--- config.mk ---
export PLATFORM = sky130hd
export DESIGN_NAME = avmm_gpio_port
export DESIGN_NICKNAME = d
export VERILOG_FILES = /design/src/rtl/gpio_pkg.sv /design/src/rtl/gpio_debounce.sv /design/src/rtl/avmm_gpio_port.sv
export SDC_FILE = /design/constraint.sdc
export NUM_CORES = 1
export LEC_CHECK = 0
export BUFFER_PORTS_ARGS = -buffer_cell sky130_fd_sc_hd__buf_2
export CORE_ASPECT_RATIO = 1.1
export CORE_UTILIZATION = 57
export DETAILED_ROUTE_END_ITERATION = 16
export GPL_TIMING_DRIVEN = 1
export PLACE_DENSITY_LB_ADDON = 0.2
export SYNTH_ARGS = -nofsm -noshare
export SYNTH_HDL_FRONTEND = slang
export SYNTH_SLANG_ARGS = --single-unit
export TNS_END_PERCENT = 10
--- constraint.sdc ---
create_clock -name clk_clk -period 4.48 [get_ports clk_clk]
set_input_delay 1.344 -clock clk_clk [delete_from_list [all_inputs] [get_ports clk_clk]]
set_output_delay 1.344 -clock clk_clk [all_outputs]
set_load 0.01 [all_outputs]
--- src/rtl/gpio_pkg.sv ---
`default_nettype none
// ============================================================================
//  Module      : gpio_pkg
//  Description : Shared constants for the Avalon-MM GPIO port: bus widths
//                and the word index of each register in the map.
//  Revision    : 1.0 - initial release
// ============================================================================
package gpio_pkg;

  // Avalon-MM slave data and address widths
  localparam int AVS_DW = 32;
  localparam int AVS_AW = 3;

  typedef logic [AVS_AW-1:0] reg_idx_t;

  // Register map, word addressed
  localparam reg_idx_t REG_DATA    = 3'd0;  // read: conditioned pins, write: OUT
  localparam reg_idx_t REG_DIR     = 3'd1;  // 1 = output
  localparam reg_idx_t REG_IRQMASK = 3'd2;
  localparam reg_idx_t REG_EDGE    = 3'd3;  // write-one-to-clear capture bits
  localparam reg_idx_t REG_OUTSET  = 3'd4;  // write-one-to-set OUT, reads 0
  localparam reg_idx_t REG_OUTCLR  = 3'd5;  // write-one-to-clear OUT, reads 0
  localparam reg_idx_t REG_RISE_EN = 3'd6;
  localparam reg_idx_t REG_FALL_EN = 3'd7;

endpackage
`default_nettype wire

--- src/rtl/gpio_debounce.sv ---
`default_nettype none
// ============================================================================
//  Module      : gpio_debounce
//  Description : Single-bit debouncer. The output follows the input only
//                after the input has differed from the output for
//                DEBOUNCE_CYCLES consecutive clocks; any return to the old
//                value restarts the count.
//  Revision    : 1.0 - initial release
// ============================================================================
module gpio_debounce #(
  parameter int DEBOUNCE_CYCLES = 1000
) (
  input  logic clk,
  input  logic rst,
  input  logic din,
  output logic dout
);

  localparam int                 c_cnt_w    = $clog2(DEBOUNCE_CYCLES + 1);
  localparam logic [c_cnt_w-1:0] c_cnt_last = c_cnt_w'(DEBOUNCE_CYCLES - 1);

  logic [c_cnt_w-1:0] r_cnt;
  logic               r_val;

  // Count consecutive cycles of disagreement; commit on the last one
  always_ff @(posedge clk) begin
    if (rst) begin
      r_cnt <= '0;
      r_val <= 1'b0;
    end else if (din != r_val) begin
      if (r_cnt == c_cnt_last) begin
        r_val <= din;
        r_cnt <= '0;
      end else begin
        r_cnt <= r_cnt + 1'b1;
      end
    end else begin
      r_cnt <= '0;
    end
  end

  assign dout = r_val;

endmodule
`default_nettype wire

--- src/rtl/avmm_gpio_port.sv ---
`default_nettype none
// ============================================================================
//  Module      : avmm_gpio_port
//  Description : Parametrised Avalon-MM GPIO slave with per-bit direction,
//                input synchroniser, atomic set/clear of the output
//                register, rise/fall edge capture and a maskable level IRQ.
//                Optional per-bit input debouncing is enabled by defining
//                the macro GPIO_DEBOUNCE_EN.
//  Revision    : 1.0 - initial release
// ============================================================================
module avmm_gpio_port
  import gpio_pkg::*;
#(
  parameter int               WIDTH           = 8,
  parameter logic [WIDTH-1:0] RESET_OUT       = '0,
  parameter logic [WIDTH-1:0] RESET_DIR       = '1,
  parameter int               SYNC_STAGES     = 2,
  parameter int               DEBOUNCE_CYCLES = 1000
) (
  input  logic              clk_clk,
  input  logic              reset_reset,
  input  logic [AVS_AW-1:0] avs_address,
  input  logic              avs_read,
  input  logic              avs_write,
  input  logic [AVS_DW-1:0] avs_writedata,
  output logic [AVS_DW-1:0] avs_readdata,
  output logic              irq,
  input  logic [WIDTH-1:0]  gpio_in,
  output logic [WIDTH-1:0]  gpio_out,
  output logic [WIDTH-1:0]  gpio_oe
);

  // Post-reset edge suppression window: long enough for the zeroed
  // synchroniser chain to fill with real pad values
  localparam int                 c_sup_w    = $clog2(SYNC_STAGES + 2);
  localparam logic [c_sup_w-1:0] c_sup_init = c_sup_w'(SYNC_STAGES + 1);

  // --------------------------------------------------------------------------
  // Registers
  // --------------------------------------------------------------------------
  logic [SYNC_STAGES-1:0][WIDTH-1:0] r_sync;
  logic [WIDTH-1:0]   r_prev;
  logic [WIDTH-1:0]   r_out;
  logic [WIDTH-1:0]   r_dir;
  logic [WIDTH-1:0]   r_mask;
  logic [WIDTH-1:0]   r_edge;
  logic [WIDTH-1:0]   r_rise_en;
  logic [WIDTH-1:0]   r_fall_en;
  logic [c_sup_w-1:0] r_sup_cnt;
  logic               r_irq;
  logic [AVS_DW-1:0]  r_readdata;

  // --------------------------------------------------------------------------
  // Combinational nets
  // --------------------------------------------------------------------------
  logic [WIDTH-1:0]  w_wdata;
  logic [WIDTH-1:0]  w_sync;
  logic [WIDTH-1:0]  w_pin;
  logic [WIDTH-1:0]  w_rise;
  logic [WIDTH-1:0]  w_fall;
  logic [WIDTH-1:0]  w_cap;
  logic [WIDTH-1:0]  w_edge_clr;
  logic [AVS_DW-1:0] w_rd_word;
  logic              w_wr_data;
  logic              w_wr_dir;
  logic              w_wr_mask;
  logic              w_wr_edge;
  logic              w_wr_set;
  logic              w_wr_clr;
  logic              w_wr_rise;
  logic              w_wr_fall;

  // Only the low WIDTH bits of a write carry meaning
  assign w_wdata = avs_writedata[WIDTH-1:0];

  if (WIDTH < AVS_DW) begin : g_unused_wdata
    logic unused_wdata_hi;
    assign unused_wdata_hi = |avs_writedata[AVS_DW-1:WIDTH];
  end

  assign w_wr_data = avs_write && (avs_address == REG_DATA);
  assign w_wr_dir  = avs_write && (avs_address == REG_DIR);
  assign w_wr_mask = avs_write && (avs_address == REG_IRQMASK);
  assign w_wr_edge = avs_write && (avs_address == REG_EDGE);
  assign w_wr_set  = avs_write && (avs_address == REG_OUTSET);
  assign w_wr_clr  = avs_write && (avs_address == REG_OUTCLR);
  assign w_wr_rise = avs_write && (avs_address == REG_RISE_EN);
  assign w_wr_fall = avs_write && (avs_address == REG_FALL_EN);

  // --------------------------------------------------------------------------
  // Input conditioning
  // --------------------------------------------------------------------------

  // Shift pads through the synchroniser chain; stage 0 meets the async pads
  always_ff @(posedge clk_clk) begin
    if (reset_reset) begin
      r_sync <= '0;
    end else begin
      r_sync <= {r_sync[SYNC_STAGES-2:0], gpio_in};
    end
  end

  assign w_sync = r_sync[SYNC_STAGES-1];

`ifdef GPIO_DEBOUNCE_EN
  for (genvar i = 0; i < WIDTH; i++) begin : g_debounce
    gpio_debounce #(
      .DEBOUNCE_CYCLES(DEBOUNCE_CYCLES)
    ) u_debounce (
      .clk (clk_clk),
      .rst (reset_reset),
      .din (w_sync[i]),
      .dout(w_pin[i])
    );
  end
`else
  assign w_pin = w_sync;

  // Debounce window has no meaning without the debouncers
  logic unused_debounce_cfg;
  assign unused_debounce_cfg = (DEBOUNCE_CYCLES != 0);
`endif

  // --------------------------------------------------------------------------
  // Edge detection
  // --------------------------------------------------------------------------

  // Remember last cycle's conditioned pin for edge comparison
  always_ff @(posedge clk_clk) begin
    if (reset_reset) begin
      r_prev <= '0;
    end else begin
      r_prev <= w_pin;
    end
  end

  // Count down the post-reset window during which captures are ignored
  always_ff @(posedge clk_clk) begin
    if (reset_reset) begin
      r_sup_cnt <= c_sup_init;
    end else if (r_sup_cnt != '0) begin
      r_sup_cnt <= r_sup_cnt - 1'b1;
    end
  end

  // Output-direction bits never capture
  assign w_rise     =  w_pin & ~r_prev & r_rise_en & ~r_dir;
  assign w_fall     = ~w_pin &  r_prev & r_fall_en & ~r_dir;
  assign w_cap      = (r_sup_cnt == '0) ? (w_rise | w_fall) : '0;
  assign w_edge_clr = w_wr_edge ? w_wdata : '0;

  // Capture edges; a new edge beats a same-cycle clear on the same bit
  always_ff @(posedge clk_clk) begin
    if (reset_reset) begin
      r_edge <= '0;
    end else begin
      r_edge <= (r_edge & ~w_edge_clr) | w_cap;
    end
  end

  // Level interrupt from any unmasked captured edge
  always_ff @(posedge clk_clk) begin
    if (reset_reset) begin
      r_irq <= 1'b0;
    end else begin
      r_irq <= |(r_edge & r_mask);
    end
  end

  // --------------------------------------------------------------------------
  // Control registers
  // --------------------------------------------------------------------------

  // Output register: plain load, atomic set, atomic clear
  always_ff @(posedge clk_clk) begin
    if (reset_reset) begin
      r_out <= RESET_OUT;
    end else if (w_wr_data) begin
      r_out <= w_wdata;
    end else if (w_wr_set) begin
      r_out <= r_out | w_wdata;
    end else if (w_wr_clr) begin
      r_out <= r_out & ~w_wdata;
    end
  end

  // Direction, interrupt mask and edge-enable registers
  always_ff @(posedge clk_clk) begin
    if (reset_reset) begin
      r_dir     <= RESET_DIR;
      r_mask    <= '0;
      r_rise_en <= '0;
      r_fall_en <= '0;
    end else begin
      if (w_wr_dir)  r_dir     <= w_wdata;
      if (w_wr_mask) r_mask    <= w_wdata;
      if (w_wr_rise) r_rise_en <= w_wdata;
      if (w_wr_fall) r_fall_en <= w_wdata;
    end
  end

  // --------------------------------------------------------------------------
  // Read path
  // --------------------------------------------------------------------------

  // Select the addressed register, zero-extended to the bus width
  always_comb begin
    w_rd_word = '0;
    case (avs_address)
      REG_DATA:    w_rd_word[WIDTH-1:0] = w_pin;
      REG_DIR:     w_rd_word[WIDTH-1:0] = r_dir;
      REG_IRQMASK: w_rd_word[WIDTH-1:0] = r_mask;
      REG_EDGE:    w_rd_word[WIDTH-1:0] = r_edge;
      REG_RISE_EN: w_rd_word[WIDTH-1:0] = r_rise_en;
      REG_FALL_EN: w_rd_word[WIDTH-1:0] = r_fall_en;
      default:     w_rd_word = '0;
    endcase
  end

  // Register read data one cycle after the strobe and hold it otherwise
  always_ff @(posedge clk_clk) begin
    if (reset_reset) begin
      r_readdata <= '0;
    end else if (avs_read) begin
      r_readdata <= w_rd_word;
    end
  end

  assign avs_readdata = r_readdata;
  assign irq          = r_irq;
  assign gpio_out     = r_out;
  assign gpio_oe      = r_dir;

endmodule
`default_nettype wire

Word level (Yosys, flattened, before mapping)

Index checks and enable logic that the tools add are counted.

Flip-flop bits (word level): 83
Bits in latches: 0
Bits in writable memories: 0
ROM bits: 0
Input port bits: 47
Output and inout port bits: 49
Word-level logic and storage cells: 56
Memories kept: 0

Add/subtract/negate cells: 1
Multipliers: 0
Divide/modulo/power cells: 0
Magnitude comparators: 0
Eq/ne operators: 7
Shift operators: 0
Multiplexer cells: 6
Bitwise logic cells: 17
Reduce and logical (&&, ||, !) cells: 13

Operator list:

| operator                                                            | number |
|---|---|
| 8-bit bitwise AND                                                   | 9 |
| 8-bit one-hot mux with 6 select lines                               | 1 |
| 8-bit 2-to-1 mux                                                    | 5 |
| 8-bit inverter                                                      | 5 |
| 8-bit OR                                                            | 3 |
| 3-bit == test (second input constant)                               | 4 |
| 1-bit logical AND                                                   | 8 |
| 8-bit OR reduction                                                  | 1 |
| 3-bit by 2-bit == test with 1-bit output (second input constant)    | 2 |
| 3-bit by 1-bit == test with 1-bit output (second input constant)    | 1 |
| 3-bit zero test                                                     | 1 |
| 3-bit nonzero test                                                  | 1 |
| 2-bit zero test                                                     | 1 |
| 2-bit nonzero test                                                  | 1 |
| 2-bit by 1-bit subtractor with 2-bit output (second input constant) | 1 |

Depth between registers and ports, before layout

Gate-level depths: netlist (run 1).

Depth in word-level cells: 7
Depth in mapped cells: 6
Depth with buffers taken out: 4

Least setup slack after synthesis (run 1)

Ideal clock, no wire load.

Kind: input port to flip-flop
From: in avs_address[0]
To: reg r_readdata[4], in the netlist avs_readdata[4]
Setup time: 0.115 ns
Arrival: 2.369 ns
Required time: 4.365 ns
Path slack: 1.996 ns
Cell stages on the path: 6
Path buffers: 2
Path through: buf_2 -> buf_4 -> mux4_2 -> a22oi_1 -> o22ai_1 -> and2_1

Cells in the longest elaborated chain, start to end: 2
Elaborated cells on any way between the ends: 7
Those cells by class: eq/ne: 5; mux: 1; reduce/logical: 1

RTL lines:

| element                                     | RTL line              | source |
|---|---|---|
| start: declaration                          | avmm_gpio_port.sv:22  | `input logic [AVS_AW-1:0] avs_address,` |
| 3-bit == test, or another cell as far along | avmm_gpio_port.sv:209 | `case (avs_address)` |
| 8-bit one-hot mux with 6 select lines *     | avmm_gpio_port.sv:209 |  |
| end signal: assignment                      | avmm_gpio_port.sv:225 | `r_readdata <= w_rd_word;` |
| end: declaration                            | avmm_gpio_port.sv:51  | `logic [AVS_DW-1:0] r_readdata;` |

Mark *: on every way between the ends. The rest lies on a longest branch, timed or not.
A chain may end at the register's enable or synchronous reset.

Final worst setup path (run 1)

From: in avs_address[0]
To: reg r_dir[7], in the netlist gpio_oe[7]

Cells in the longest elaborated chain, start to end: 2

RTL lines:

| element                                  | RTL line              | source |
|---|---|---|
| 3-bit by 1-bit == test with 1-bit output | avmm_gpio_port.sv:82  | `assign w_wr_dir = avs_write && (avs_address == REG_DIR);` |
| 1-bit logical AND                        | avmm_gpio_port.sv:82  |  |
| end signal: assignment                   | avmm_gpio_port.sv:195 | `if (w_wr_dir) r_dir <= w_wdata;` |
| end: declaration                         | avmm_gpio_port.sv:44  | `logic [WIDTH-1:0] r_dir;` |

Every way passes these cells.

==> summary.txt, run 1 <==
Number of global-route vias before repair -> 2705
CTS Buf Count -> 9
Initial Util -> 59.3%
Critical path, cell by cell -> buf_2, inv_1, nor4b_4, nand2_1, o211ai_1
Critical path class -> in -> reg
RSZ-0062 raised after global routing -> no
Commonest cells after routing, fill and taps aside -> 83 x dfxtp_1, 74 x nand2_1, 47 x buf_2
Register area share after synthesis -> 45.2%
Clock transition at path regs -> 90 ps
Iter 0 DRT Violations -> 184
Ant. Diodes -> 0
Yosys warns -> 0
Worst path arrival time -> 3170 ps
Register area -> 0.00166 mm²
Initial antenna violation count -> 0
Fmax -> 346 MHz
Rows -> 30
Share of cells above drive strength 1 -> 18.2%
Largest net degree at the start of global routing -> 54
DP Wirelength -> 5350 µm
Worst Tran Pin Value -> 986 ps
Gpl congestion -> 0.838
Period utilization -> 64.6%
Nets -> 498
TritonCTS clock tree -> built
Total GRT Usage -> 25.9%
Footprint of the multi-input gates -> 0.00174 mm²
Worst path required time -> 4760 ps
Clk sink count -> 83
Num ports -> 96
Vias/cell -> 5.60
Final worst path period need -> 2890 ps
Commonest non-fill, non-tap cell in the layout -> dfxtp_1
Power Density -> 367 mW/mm²
Status -> complete, no violations
Hold/Removal Path Class -> reg -> reg
Layout Area Growth over Synthesis -> 9.64%
DR WL/cell -> 15.2 µm
Synth Cell Area -> 0.00367 mm²
Routed WL -> 8130 µm
Pre-Repair DR Iteration Count -> 5
Hold WS -> 439 ps
Max cap viols -> 0
TNS Setup -> 0 ps
Postcts setup bufs -> 0
Critical path peak fanout -> 21
Clock Skew -> 5.17 ps
Distinct cells, synth -> 42
Core area -> 0.00619 mm²
Htree depth -> 3
M1 GR Usage -> 34.5%
Slew Limit Headroom -> 34.0%
Die Height -> 86.2 µm
Filler cells -> 540
Avg Inst Size Synth -> 8.88 µm²
Root Buffer -> clkbuf_8
Crit. End Element -> flop
Slowest CP cell -> nor4b_4
Slew Limit Fails -> 0
First-pass GRT wire length -> 13300 µm
Hold Violations, Final -> 0
Gr busiest metal -> met2
# setup viols final -> 0
Clk_lat worst skew -> 350 ps
Peak VDD IR -> 0.243 mV
Synthesis-stage register bit count -> 83
DRC Markers -> 0
DR vias -> 2995
Leakage Power -> 1.61 nW
GRT overflow -> 0
Met2 Use GR -> 40.3%
M3 GR Usage -> 5.37%
CTS Buffer Depth -> 2
Die W -> 78.6 µm
Total die area -> 0.00677 mm²
Crit path largest cell delay -> 900 ps
Post-cts repair resize count -> 0
Critical Path Source Type -> primary input
Port-buffer cells -> 47
Final ANT Viol Nets -> 0
Syn Inst Count -> 414
Cts hold-fix bufs -> 0
area by class of cell:
cell class	instances	share of cell area [%]
multi-input combinational	290	43.3
timing repair buffer	48	6.02
clock buffer	11	3.76
tap	80	2.48
clock inverter	5	1.52
inverter	18	1.68
sequential	83	41.2
critical path: cells and delay by family:
| kind | cells | cell delay (ps) |
|---|---|---|
| AO/OA/AOI/OAI | 1 | 130 |
| buffers and inverters | 2 | 650 |
| AND/OR/NAND/NOR | 2 | 1030 |
logic make-up (layout without fill, tap and decap cells):
logic type,count (synthesis),after routing,share of synthesized area [%]
compound gates,92,92,15.9
xor+xnor,1,1,0.238
fa+ha+maj,1,1,0.340
buf+inv,64,82,9.67
flops,83,83,45.2
mux,23,23,8.51
other cells,1,24,0.102
simple gates,149,149,20.0
where the power goes:
part	internal, mW	total (mW)	switching [mW]
Combinational	0.0508	0.140	0.0892
Sequential	0.762	0.776	0.0140
Clock	0.289	0.561	0.272
registers in the layout, summed over array words and instances, names as in the netlist, named ones only:
name	cells
w_pin	8
gpio_oe	8
r_rise_en	8
r_fall_en	8
irq	1
r_prev	8
avs_readdata	8
r_sup_cnt	2
r_mask	8
r_edge	8
r_sync	8
Yosys cell counts, drive strengths merged:
master	n	area share (%)
dfxtp	83	45
nand2	74	7.6
buf	35	6.7
nor2b	33	5.6
a21oi	25	3.4
nor2	20	2.2
o21ai	20	2.8
inv	18	1.8
o22ai	12	2.0
clkbuf	11	1.1
a22oi	10	2.0
mux2	10	3.1
a32oi	8	1.9
mux2i	8	2.2
o211ai	8	1.6
and2	6	1.0
mux4	5	3.3
a221oi	3	0.72
and3b	3	0.72
nand2b	3	0.51
a31o	2	0.48
nand3	2	0.27
nand3b	2	0.41
a21boi	1	0.20
a41oi	1	0.24
and3	1	0.17
and4	1	0.24
and4b	1	0.27
conb	1	0.10
ha	1	0.34
nand4	1	0.17
nor3b	1	0.20
nor4b	1	0.65
o31ai	1	0.20
o41ai	1	0.24
xor2	1	0.24
routing by layer:
layer | vias up | routed length, µm
li1 | 1445 | -
met1 | 1445 | 3720
met2 | 95 | 3780
met3 | 10 | 467
met4 | 0 | 167
met5 | - | 0
metrics by stage:
step / util (%) / setup WS (ps) / instances / power, mW / instance area (µm²)
floorplan: - / 2000 / 437 / 0.901 / 3760
global placement: 61.6 / 1290 / 519 / 0.927 / 3820
detailed placement: 61.6 / 1250 / 519 / 0.932 / 3820
CTS: 65.1 / 1630 / 535 / 1.49 / 4030
global route: 65.1 / 1440 / 535 / 1.54 / 4030
finish: 65.1 / 1590 / 535 / 1.48 / 4030
path summary, 6_finish.rpt:
path                        startpoint                      endpoint  slack [ps]  cells after the start
hold / removal    r_sync[4]$_SDFF_PP0_           w_pin[4]$_SDFF_PP0_         440                      1
setup reg to reg  r_edge[2]$_SDFF_PP0_  avs_readdata[2]$_SDFFE_PP0P_        2990                      4
hold reg to reg   r_sync[4]$_SDFF_PP0_           w_pin[4]$_SDFF_PP0_         440                      1
setup / recovery        avs_address[0]       gpio_oe[7]$_SDFFE_PP1P_        1590                      5
Note: power is estimated with default switching activity, not from simulation.
==> run 2: changes to the inputs <==
--- a/config.mk
+++ b/config.mk
@@ -5,9 +5,10 @@
 export SDC_FILE = /design/constraint.sdc
 export NUM_CORES = 1
 export LEC_CHECK = 0
+export ABC_AREA = 1
 export BUFFER_PORTS_ARGS = -buffer_cell sky130_fd_sc_hd__buf_2
 export CORE_ASPECT_RATIO = 1.1
-export CORE_UTILIZATION = 57
+export CORE_UTILIZATION = 53
 export DETAILED_ROUTE_END_ITERATION = 16
 export GPL_TIMING_DRIVEN = 1
 export PLACE_DENSITY_LB_ADDON = 0.2
==> constraint.sdc (replaced) <==
create_clock -name clk_clk -period 3 [get_ports clk_clk]
set_input_delay 0.9 -clock clk_clk [delete_from_list [all_inputs] [get_ports clk_clk]]
set_output_delay 0.9 -clock clk_clk [all_outputs]
set_load 0.01 [all_outputs]
==> run 2 against run 1 <==
Net effect: critical endpoint is now gpio_oe[1]$_SDFFE_PP1P_; non-clock buffer count rose by 5; sequential cell count did not move; cell count rose by 19%; the flow now finishes with violations (design-rule violations); register-to-register slack got worse by 1300 ps; wire length rose by 4.6%; critical path depth rose by 1; sequential share of layout area fell by 1.3 points.
==> summary.txt, run 2 <==
Status -> finished with violations
Failing checks -> design-rule violations
Routed WL -> 8510 µm
Die W -> 82.8 µm
GRT overflow -> 0
DRC Markers -> 1
Asr flop ratio synth -> 0%
Top FF cell, synth -> dfxtp_1
Critical path class -> in -> reg
Gpl congestion -> 0.793
EDFF count, synth -> 0
First-pass GRT wire length -> 14300 µm
Core area -> 0.00697 mm²
Clk_lat worst skew -> 350 ps
FF-to-FF End -> r_edge[5]$_SDFF_PP0_
Period utilization -> 67.0%
Reg2Reg Depth -> 6
# setup viols final -> 0
Critical Path Source Type -> primary input
Clock transition at path regs -> 90 ps
Leakage Power -> 1.91 nW
Commonest non-fill, non-tap cell in the layout -> nand2_1
Fin area -> 0.00416 mm²
CTS Buffer Depth -> 2
RSZ-0062 raised after global routing -> no
Hold/Removal Path Class -> reg -> reg
TNS Setup -> 0 ps
Synth Area in Adders -> 0.328%
TritonCTS clock tree -> built
Main area contributors after synthesis -> dfxtp_1 44%, nand2_1 10%, buf_4 6.1%, nand4_1 5.6%, a21oi_1 5.5%
Mux contribution to synthesized area -> 0%
Yosys warns -> 0
XOR/XNOR Fraction of Synth Area -> 0%
Hold Path End -> w_pin[4]$_SDFF_PP0_
Commonest cells after routing, fill and taps aside -> 104 x nand2_1, 83 x dfxtp_1, 52 x nor2_1
Clock Skew -> 8.89 ps
Iter 0 DRT Violations -> 226
Die Height -> 90.9 µm
Critical path peak fanout -> 15
Total GRT Usage -> 24.0%
DR WL/cell -> 13.4 µm
Simple-Gate Fraction of Synth Area -> 25.6%
FF-to-FF Start -> r_sup_cnt[0]$_SDFFE_PP1N_
Pre-Repair DR Iteration Count -> 10
Syn Inst Count -> 510
Largest family of logic cells by synthesized area -> simple AND/OR/NAND/NOR gates
Worst path required time -> 3200 ps
Initial antenna violation count -> 0
Avg Inst Size Synth -> 7.47 µm²
Peak VDD IR -> 0.286 mV
Register area share after synthesis -> 43.6%
Htree depth -> 3
Final ANT Viol Nets -> 0
Area leader, netlist -> dfxtp_1
Synth Area in Compound Gates -> 16.1%
# placed instances -> 621
Max cap viols -> 0
Top cell type's share of synthesized area -> 43.6%
Clk sink count -> 83
DP Wirelength -> 5660 µm
DR vias -> 3353
Fmax -> 498 MHz
Vias/cell -> 5.26
Share of cells above drive strength 1 -> 18.7%
Postcts setup bufs -> 0
Layout Area Growth over Synthesis -> 9.06%
Initial Util -> 54.7%
Power Density -> 528 mW/mm²
Final worst path period need -> 2010 ps
Hold_sp -> r_sync[4]$_SDFF_PP0_
Ant. Diodes -> 0
Synth cell count leaders -> 104 x nand2_1, 83 x dfxtp_1, 52 x nor2_1, 44 x inv_1, 42 x a21oi_1
Non-Filler Instances -> 637
Total die area -> 0.00753 mm²
Slew Limit Fails -> 0
Post-cts repair resize count -> 0
CTS Buf Count -> 9
Port-buffer cells -> 47
Slew Limit Headroom -> 35.9%
Root Buffer -> clkbuf_8
Synth Cell Area -> 0.00381 mm²
Cts hold-fix bufs -> 0
Most frequent cell after synthesis -> nand2_1
Worst path arrival time -> 2210 ps
Nets -> 595
Rows -> 32
Number of global-route vias before repair -> 3044
Hold Path Depth -> 2
Largest net degree at the start of global routing -> 59
Worst Tran Pin Value -> 961 ps
Num ports -> 96
Distinct cells, synth -> 26
DP Area -> 0.00395 mm²
Synthesis-stage register bit count -> 83
Crit. End Element -> flop
Hold Violations, Final -> 0
Reg-to-reg slack, setup -> 1670 ps
==> run 2: worst max-delay path, stage by stage <==
cell      delay, ps
buf_2           280
nand2_2         140
nor2_4          260
nand2_2         330
nand2_1         190
o211ai_2         90
==> run 2: cells by family after synthesis <==
logic type | Yosys count
simple gates | 219
other cells | 1
flops | 83
compound gates | 100
buf+inv | 106
fa+ha+maj | 1
==> run 2: area by class of cell <==
type | count | area (µm²)
Inverter | 56 | 213
Clock inverter | 6 | 65.1
Multi-Input combinational cell | 344 | 1690
Timing Repair Buffer | 53 | 280
Sequential cell | 83 | 1660
Fill cell | 664 | 2810
Tap cell | 85 | 106
Clock buffer | 10 | 138
==> run 2: how the worst max path moves through the flow <==
stage	slack [ps]	depth (start not counted)	endpoint	startpoint
after CTS	1000	7	gpio_oe[1]$_SDFFE_PP1P_	avs_address[2]
after global routing	870	7	r_mask[5]$_SDFFE_PP0P_	avs_address[2]
final	990	6	gpio_oe[1]$_SDFFE_PP1P_	avs_address[0]
after global placement	690	6	gpio_oe[6]$_SDFFE_PP1P_	avs_address[0]
after detailed placement	630	7	gpio_oe[1]$_SDFFE_PP1P_	avs_address[2]
after floorplan	1120	8	gpio_oe[5]$_SDFFE_PP1P_	avs_address[2]
==> run 2: through the flow <==
step / worst slack, ps / power (mW) / util [%] / hold WS (ps)
after global routing: 874 / 2.29 / 59.6 / 430
after global placement: 692 / 1.41 / 56.7 / 389
after floorplan: 1120 / 1.37 / - / 388
after CTS: 1000 / 2.21 / 59.6 / 404
after detailed placement: 630 / 1.41 / 56.7 / 395
final: 991 / 2.20 / 59.6 / 397
==> run 2: power breakdown <==
| part | leakage (nW) | switching (mW) | internal (mW) |
|---|---|---|---|
| registers | 0.677 | 0.0233 | 1.14 |
| logic | 1.14 | 0.159 | 0.0631 |
| clock network | 0.0905 | 0.404 | 0.405 |
==> run 2: per-layer routing <==
| metal | GRT usage, % | routed length (µm) | vias up |
|---|---|---|---|
| li1 | - | - | 1706 |
| met1 | 30.7 | 3750 | 1531 |
| met2 | 40.0 | 4100 | 106 |
| met3 | 4.66 | 510 | 10 |
| met4 | 8.76 | 146 | 0 |
| met5 | 0 | 0 | - |
==> run 3: changes to the inputs <==
--- a/config.mk
+++ b/config.mk
@@ -8,7 +8,7 @@
 export ABC_AREA = 1
 export BUFFER_PORTS_ARGS = -buffer_cell sky130_fd_sc_hd__buf_2
 export CORE_ASPECT_RATIO = 1.1
-export CORE_UTILIZATION = 53
+export CORE_UTILIZATION = 48
 export DETAILED_ROUTE_END_ITERATION = 16
 export GPL_TIMING_DRIVEN = 1
 export PLACE_DENSITY_LB_ADDON = 0.2
==> constraint.sdc (replaced) <==
create_clock -name clk_clk -period 1.8 [get_ports clk_clk]
set_input_delay 0.54 -clock clk_clk [delete_from_list [all_inputs] [get_ports clk_clk]]
set_output_delay 0.54 -clock clk_clk [all_outputs]
set_load 0.01 [all_outputs]
==> run 3 against run 2 <==
Net effect: the run now ends clean; sequential share of layout area shrank 0.94 points; sequential cell count unchanged; core utilization fell by 3.3 points; cell count is 4.9% higher; combinational power is 77% higher; via count grew 1.9%; non-clock buffer count is 12 higher; largest power group unchanged; highest routed layer unchanged.
==> summary.txt, run 3 (synthesis results as in run 2) <==
Core area -> 0.00756 mm²
Clock transition at path regs -> 80 ps
Clock Skew -> 7.88 ps
Root Buffer -> clkbuf_8
DRC Markers -> 0
Gpl congestion -> 0.846
CTS Buffer Depth -> 2
DR vias -> 3418
Ant. Diodes -> 0
Share of cells above drive strength 1 -> 19.7%
Initial Util -> 50.4%
Leakage Power -> 1.97 nW
Final ANT Viol Nets -> 0
Critical Path Source Type -> flop
Htree depth -> 3
Clk sink count -> 83
CTS Buf Count -> 9
Die W -> 86.9 µm
Crit. End Element -> output port
Pre-Repair DR Iteration Count -> 4
Slew Limit Fails -> 0
Worst path required time -> 1260 ps
Critical path, cell by cell -> buf_2
Nets -> 607
Total GRT Usage -> 23.0%
Post-cts repair resize count -> 0
TritonCTS clock tree -> built
Commonest non-fill, non-tap cell in the layout -> nand2_1
GRT overflow -> 0
Critical path peak fanout -> 4
Worst path bufs/invs -> 1
Clk_lat worst skew -> 360 ps
Max cap viols -> 0
Postcts setup bufs -> 0
# placed instances -> 653
# setup viols final -> 0
Critical path class -> reg -> out
Slowest CP cell -> dfxtp_1
Routed WL -> 8730 µm
Fmax -> 691 MHz
Iter 0 DRT Violations -> 157
Hold Violations, Final -> 0
Total die area -> 0.00830 mm²
Num ports -> 96
Period utilization -> 80.4%
Initial antenna violation count -> 0
Largest net degree at the start of global routing -> 59
Rows -> 33
Final worst path period need -> 1450 ps
DR WL/cell -> 13.1 µm
Crit path largest cell delay -> 400 ps
TNS Setup -> 0 ps
Die Height -> 95.4 µm
Commonest cells after routing, fill and taps aside -> 104 x nand2_1, 83 x dfxtp_1, 52 x nor2_1
Port-buffer cells -> 47
Number of global-route vias before repair -> 3074
Vias/cell -> 5.12
First-pass GRT wire length -> 14400 µm
Peak VDD IR -> 0.393 mV
Final core occ -> 56.3%
Tot Pwr -> 3.60 mW
Power Density -> 846 mW/mm²
Status -> complete, no violations
Final Worst Setup Slack -> 353 ps
Layout Area Growth over Synthesis -> 11.7%
Pre-CTS WS -> 95.3 ps
Fin area -> 0.00426 mm²
Worst path arrival time -> 910 ps
Cts hold-fix bufs -> 0
DP Area -> 0.00408 mm²
Hold/Removal Path Class -> in -> reg
Family with the most delay on the worst path -> flip-flops
Non-Filler Instances -> 668
DP Wirelength -> 6010 µm
Hold WS -> 377 ps
RSZ-0062 raised after global routing -> no
## run 3: changes by cell type in the layout (fill, tap and decap cells not counted), sizes merged
cell,change
clkbuf,+2
clkinvlp,-4
clkinv,+1
buf,+12
## run 3: worst reg2reg max path, delay by kind of cell (launching register included)
| kind | cells | cell delay, ps |
|---|---|---|
| flip-flops | 1 | 350 |
| AO/OA/AOI/OAI | 1 | 70 |
| buffers and inverters | 2 | 360 |
| adder cells (fa/ha/maj) | 1 | 240 |
| AND/OR/NAND/NOR | 2 | 180 |
## run 3: area by class of cell
cell class,count,area [µm²]
fillers,767,3300
multi-input cells,344,1690
flip-flops and latches,83,1660
repair buffers,65,383
inverters,56,213
clock buffers,12,135
well taps,105,131
clock inverters,3,40.0
## run 3: path summary, 6_finish.rpt
kind | slack, ps | startpoint | to | depth (start not counted)
worst max-delay path | 350 | gpio_oe[0]$_SDFFE_PP1P_ | gpio_oe[0] | 1
worst min-delay path | 380 | gpio_in[2] | r_sync[2]$_SDFF_PP0_ | 3
worst max register to register | 480 | r_sup_cnt[0]$_SDFFE_PP1N_ | r_edge[7]$_SDFF_PP0_ | 6
worst min register to register | 400 | r_sync[3]$_SDFF_PP0_ | w_pin[3]$_SDFF_PP0_ | 2
## run 3: power breakdown
group / leakage, nW / internal (mW) / switching, mW
sequential: 0.677 / 1.90 / 0.0393
combinational: 1.20 / 0.124 / 0.268
clock: 0.0902 / 0.631 / 0.634
total: 1.97 / 2.66 / 0.941
## run 3: routing by layer
metal  vias up  track usage, %  wire (µm)
li1       1723               -          -
met1      1566            28.1       3920
met2       111            37.9       4120
met3        18            5.28        465
met4         0            11.7        223
met5         -               0          0
